--- config.mk ---
export PLATFORM = sky130hd
export DESIGN_NAME = vc_output_arbiter
export DESIGN_NICKNAME = d
export VERILOG_FILES = /design/src/rtl/vc_router_pkg.sv /design/src/rtl/vc_output_arbiter_rr_pick.sv /design/src/rtl/vc_output_arbiter.sv
export SDC_FILE = /design/constraint.sdc
export NUM_CORES = 1
export LEC_CHECK = 0
export ABC_AREA = 1
export ABC_CLOCK_PERIOD_IN_PS = 7200
export CORE_MARGIN = 2
export CORE_UTILIZATION = 36
export CTS_BUF_LIST = sky130_fd_sc_hd__clkbuf_16
export CTS_CLUSTER_DIAMETER = 200
export DETAILED_ROUTE_END_ITERATION = 7
export GPL_TIMING_DRIVEN = 0
export PLACE_DENSITY = 0.79
export SETUP_SLACK_MARGIN = 0.1
export SYNTH_ARGS = -nofsm -noshare
export SYNTH_HDL_FRONTEND = slang
export SYNTH_HIERARCHICAL = 1
export SYNTH_SLANG_ARGS = --single-unit
--- constraint.sdc ---
create_clock -name clk -period 7.2 [get_ports clk]
set_input_delay 0.72 -clock clk [delete_from_list [all_inputs] [get_ports clk]]
set_output_delay 0.72 -clock clk [all_outputs]
set_load 0.05 [all_outputs]
--- src/rtl/vc_router_pkg.sv ---
// Shared flit-type encoding and arbiter state definitions for the VC router blocks.
package vc_router_pkg;

   // Flit type field values, carried in bits [30:29] of every flit.
   localparam logic [1:0] FLIT_HEAD   = 2'b01;
   localparam logic [1:0] FLIT_BODY   = 2'b00;
   localparam logic [1:0] FLIT_TAIL   = 2'b11;
   localparam logic [1:0] FLIT_SINGLE = 2'b10;

   localparam int FLIT_TYPE_MSB = 30;
   localparam int FLIT_TYPE_LSB = 29;

   typedef enum logic {
      IDLE   = 1'b0,
      LOCKED = 1'b1
   } arb_state_e;

   // A flit that may legally open a packet (and therefore request the link).
   function automatic logic is_pkt_start(input logic [1:0] flit_type);
      return (flit_type == FLIT_HEAD) || (flit_type == FLIT_SINGLE);
   endfunction

   // A flit that closes a packet and releases the wormhole lock.
   function automatic logic is_pkt_end(input logic [1:0] flit_type);
      return (flit_type == FLIT_TAIL) || (flit_type == FLIT_SINGLE);
   endfunction

endpackage

--- src/rtl/vc_output_arbiter_rr_pick.sv ---
// Combinational round-robin picker: first requester strictly after the pointer,
// wrapping modulo N. Also used by the VC allocator.
module rr_pick import vc_router_pkg::*; #(
   parameter int N  = 4,
   parameter int PW = $clog2(N)
) (
   input  logic [N-1:0]  req,
   input  logic [PW-1:0] ptr,
   output logic [N-1:0]  winner,
   output logic          valid
);

   logic [PW-1:0] idx;

   // Walk the N candidates starting at ptr+1 and keep the first one that requests.
   always_comb begin
      winner = '0;
      valid  = 1'b0;
      idx    = ptr;
      for (int k = 0; k < N; k++) begin
         idx = (idx == PW'(N - 1)) ? '0 : idx + 1'b1;
         if (!valid && req[idx]) begin
            winner[idx] = 1'b1;
            valid       = 1'b1;
         end
      end
   end

endmodule

--- src/rtl/vc_output_arbiter.sv ---
// Output-link arbiter: grants the link to one VC FIFO for a whole packet
// (wormhole lock), round-robin between packets, and discards orphan flits.
module vc_output_arbiter import vc_router_pkg::*; #(
   parameter int NUM_VC = 4,
   parameter int DW     = 32,
   parameter int CNT_W  = 16
) (
   input  logic                 clk,
   input  logic                 reset,
   input  logic [NUM_VC-1:0]    vc_empty,
   input  logic [NUM_VC*DW-1:0] vc_data,
   output logic [NUM_VC-1:0]    vc_rd,
   input  logic                 out_full,
   output logic                 out_val,
   output logic [DW-1:0]        out_data,
   output logic [NUM_VC-1:0]    grant,
   output logic                 busy,
   output logic                 err_drop,
   output logic [CNT_W-1:0]     pkt_cnt
);

   localparam int PW = $clog2(NUM_VC);

   arb_state_e        state_reg, state_next;
   logic [NUM_VC-1:0] grant_reg, grant_next;
   logic [PW-1:0]     rr_ptr_reg, rr_ptr_next;
   logic              out_val_reg, out_val_next;
   logic [DW-1:0]     out_data_reg, out_data_next;
   logic              err_drop_reg, err_drop_next;
   logic [CNT_W-1:0]  pkt_cnt_reg, pkt_cnt_next;

   logic [DW-1:0]     head_data [NUM_VC];
   logic [1:0]        head_type [NUM_VC];
   logic [NUM_VC-1:0] req;
   logic [NUM_VC-1:0] orphan;
   logic [NUM_VC-1:0] drop_onehot;
   logic [NUM_VC-1:0] pick_onehot;
   logic              pick_valid;
   logic [NUM_VC-1:0] rd_comb;
   logic [PW-1:0]     gidx;

   // Per-VC decode of the head flit into request / orphan flags.
   generate
      for (genvar gi = 0; gi < NUM_VC; gi++) begin : g_vc
         assign head_data[gi] = vc_data[gi*DW +: DW];
         assign head_type[gi] = head_data[gi][FLIT_TYPE_MSB:FLIT_TYPE_LSB];
         assign req[gi]       = !vc_empty[gi] &&  is_pkt_start(head_type[gi]);
         assign orphan[gi]    = !vc_empty[gi] && !is_pkt_start(head_type[gi]);
      end
   endgenerate

   // Two's-complement trick isolates the lowest-index orphan.
   assign drop_onehot = orphan & (~orphan + 1'b1);

   rr_pick #(
      .N  (NUM_VC),
      .PW (PW)
   ) u_rr_pick (
      .req    (req),
      .ptr    (rr_ptr_reg),
      .winner (pick_onehot),
      .valid  (pick_valid)
   );

   // Encode the one-hot grant into an index for the data/empty muxes.
   always_comb begin
      gidx = '0;
      for (int i = 0; i < NUM_VC; i++) begin
         if (grant_reg[i]) gidx = PW'(i);
      end
   end

   // Next-state and read-strobe logic for the IDLE/LOCKED wormhole FSM.
   always_comb begin
      state_next    = state_reg;
      grant_next    = grant_reg;
      rr_ptr_next   = rr_ptr_reg;
      out_val_next  = 1'b0;
      out_data_next = out_data_reg;
      err_drop_next = 1'b0;
      pkt_cnt_next  = pkt_cnt_reg;
      rd_comb       = '0;
      case (state_reg)
         IDLE: begin
            // Arbitration cycle never pops; an orphan is only dropped when no packet waits.
            if (pick_valid) begin
               state_next = LOCKED;
               grant_next = pick_onehot;
            end else if (|orphan) begin
               rd_comb       = drop_onehot;
               err_drop_next = 1'b1;
            end
         end
         LOCKED: begin
            // Empty FIFO or downstream full simply holds the lock; there is no timeout.
            if (!vc_empty[gidx] && !out_full) begin
               rd_comb       = grant_reg;
               out_val_next  = 1'b1;
               out_data_next = head_data[gidx];
               if (is_pkt_end(head_type[gidx])) begin
                  state_next   = IDLE;
                  grant_next   = '0;
                  rr_ptr_next  = gidx;
                  pkt_cnt_next = pkt_cnt_reg + 1'b1;
               end
            end
         end
         default: state_next = IDLE;
      endcase
   end

   // State and output registers, cleared asynchronously by the active-low reset.
   always_ff @(posedge clk or negedge reset) begin
      if (!reset) begin
         state_reg    <= IDLE;
         grant_reg    <= '0;
         rr_ptr_reg   <= PW'(NUM_VC - 1);
         out_val_reg  <= 1'b0;
         out_data_reg <= '0;
         err_drop_reg <= 1'b0;
         pkt_cnt_reg  <= '0;
      end else begin
         state_reg    <= state_next;
         grant_reg    <= grant_next;
         rr_ptr_reg   <= rr_ptr_next;
         out_val_reg  <= out_val_next;
         out_data_reg <= out_data_next;
         err_drop_reg <= err_drop_next;
         pkt_cnt_reg  <= pkt_cnt_next;
      end
   end

   // Strobes are forced low while reset is held so no FIFO pops during reset.
   assign vc_rd    = reset ? rd_comb : '0;
   assign out_val  = out_val_reg;
   assign out_data = out_data_reg;
   assign grant    = grant_reg;
   assign busy     = (state_reg == LOCKED);
   assign err_drop = err_drop_reg;
   assign pkt_cnt  = pkt_cnt_reg;

endmodule

==> impl_metrics.py <==
metrics = {
    "synthesis": {
        "synth_cell_types": 31,
        "synth_area_per_cell_sq_um": 6.66,
        "syn_nets": 775,
        "synth_seq_area_share_pct": 34.0,
        "ys_warn_count": 6,
        "syn_inst": 631,
        "ys_seq_elements": 57,
        "syn_area_sq_mm": 0.00420,
    },
    "cells_and_area": {
        "syn_to_final_growth_pct": 58.1,
        "final_layout_size_suffix_gt1_share_pct": 6.66,
        "final_common_cell": "nand2_1",
        "final_cell_mix": "nand2_1, clkdlybuf4s50_1, o21ai_0",
        "finalInstanceArea_sq_mm": 0.00664,
        "largest_reg_flops": 32,
        "fin_nets": 980,
    },
    "die": {
        "fp-row-count": 39,
        "dieHeight_um": 112,
        "die_area_sq_mm": 0.0125,
        "chipWidth_um": 112,
        "core_area_sq_mm": 0.0114,
        "start_util_pct": 36.8,
        "io_pins": 194,
    },
    "clock_tree": {
        "cts_buffers": 9,
        "htreeDepth": 3,
        "cts_sinks": 57,
        "cts_resized": 0,
        "cts.path.max_buffers": 2,
        "cts_root_buf": "clkbuf_16",
        "clk_pin_slew_worst_paths_ns": 0.05,
        "cts_tree": "yes",
        "post_cts_buffers": 0,
        "holdBufCountCts": 0,
        "worst_skew_pair.late_latency_ns": 0.32,
    },
    "sta": {
        "hold_viol_final": 0,
        "drv_slew": 0,
        "fin_skew_ns": 0.00369,
        "setup_viol": 0,
        "slew_headroom_pct": 59.1,
        "whs_ns": 0.364,
        "fmax_mhz": 213,
        "fin_crit_sh_pct": 65.2,
        "min_period_ns": 4.69,
        "rsz0062_at_grt": "false",
        "worstMarginPinSlew_ns": 0.614,
        "setup_tns_ns": 0,
    },
    "critical_path": {
        "cp-startpoint": "rr_ptr_reg[0]",
        "reg2reg_depth": 13,
        "path_class": "register to output pin",
        "cp-start-kind": "register",
        "worstPathRequired_ns": 6.48,
        "cp-end-kind": "output pin",
        "r2r-start": "rr_ptr_reg[0]",
        "critical_path_arrival_ns": 3.97,
        "critPathMaxFanout": 9,
    },
    "grt": {
        "overflow": 0,
        "grt_usage_pct": 24.6,
        "grt_max_degree": 40,
        "grt_pass1_vias": 4899,
        "grt_pass1_wl_um": 24900,
        "grt_antenna_before_repair": 1,
    },
    "route": {
        "routed_wl_um": 15800,
        "vias": 5049,
        "via_per_inst": 5.13,
        "drc": 0,
        "first_iter_violations": 571,
        "ant_nets": 0,
        "drt-pass1-iter-count": 8,
        "wl_per_cell_um": 16.1,
    },
    "placement": {
        "gp_congestion": 0.899,
        "portBuffers": 193,
        "dp_hpwl_um": 11900,
        "place_area_sq_mm": 0.00633,
    },
    "power": {
        "peakVddDrop_v": 0.000243,
        "power_density_mw_per_mm2": 356,
        "leakage_nw": 2.93,
    },
    "flow_run": {
        "drv_cap": 0,
    },
    "worst_hold_path": {
        "hp-class": "input pin to async pin",
    },
    "status": {
        "status": "finished clean",
    },
}
## Yosys cell counts
cell	n	area, sq um
nand2_1	210	788
o21ai_0	63	315
nor2_1	61	229
dfrtp_1	55	1380
inv_1	39	146
a21oi_1	38	190
o22ai_1	30	188
nand3_1	27	135
clkbuf_1	19	71.3
o21ai_1	11	55.1
ha_1	9	113
nand4_1	8	50.1
xor2_1	8	70.1
buf_4	6	45.0
nand2_4	6	67.6
nand2_2	5	31.3
buf_2	4	20.0
inv_2	4	15.0
nor3_1	4	20.0
xnor2_1	4	35.0
buf_6	3	33.8
o21ai_2	3	26.3
buf_1	2	7.51
dfstp_2	2	52.6
nand3b_1	2	15.0
nor2_4	2	22.5
nor2_8	2	40.0
inv_4	1	6.26
nand3_2	1	10.0
nand3_4	1	17.5
o211ai_1	1	7.51
## logic make-up (layout without fill, tap and decap cells)
kind of cell	count (synthesis)	in the layout	synth area share, %
compound gates	146	146	18.6
flops	57	57	34.0
other cells	0	1	0
fa+ha+maj	9	9	2.68
buf+inv	78	288	8.22
xor+xnor	12	12	2.50
simple gates	329	329	34.0
## path summary, 6_finish.rpt
kind,slack [ns],to
worst min-delay path,0.36,out_data[21]
max in group asynchronous,6.19,rr_ptr_reg[0]
worst max-delay path,2.51,vc_rd[3]
min in group clk,0.48,out_data[17]
worst max register to register,4.49,err_drop
worst min register to register,0.48,out_data[17]
## through the flow
stage	total power [mW]	worst slack [ns]	utilization (%)	instances
floorplan	1.43	3.47	-	631
global placement	1.89	1.89	55.3	967
detailed placement	1.91	2.54	55.4	968
CTS	2.37	2.51	58.1	984
global route	2.50	2.19	58.1	985
finish	2.36	2.51	58.1	985
## where the power goes
part	switching [mW]	internal, mW	total, mW
logic	0.914	0.470	1.38
registers	0.0907	0.443	0.534
clock network	0.148	0.299	0.446
total	1.15	1.21	2.36
## critical path: stages, from the launching register on
cell             delay, ns
dfstp_2               0.58
buf_6                 0.17
inv_4                 0.07
ha_1                  0.42
inv_2                 0.10
o21ai_2               0.10
nand2_4               0.09
nand2_4               0.07
nand2_4               0.08
nor2_8                0.11
nand3b_1              0.19
nor2_1                0.36
inv_1                 0.13
nor2_1                0.13
nand2_1               0.06
a21oi_1               0.15
clkdlybuf4s50_1       0.83
## metal layers
metal / track usage (%) / up-vias / share of wire (%)
met3: 4.97 / 33 / 7.9
met2: 42.5 / 238 / 49
met4: 9.59 / 0 / 2.8
li1: - / 2481 / -
met5: 0 / - / 0
met1: 30.4 / 2297 / 41
## final cells by class
class,count,area [sq um]
tap,143,179
multi-input combinational,496,2430
clock buffer,9,225
sequential,57,1430
antenna,1,2.50
timing repair buffer,194,1950
fill,1110,4780
buffer,34,178
inverter,44,168
clock inverter,7,85.1
No activity file was read; power rests on OpenSTA's default activity.
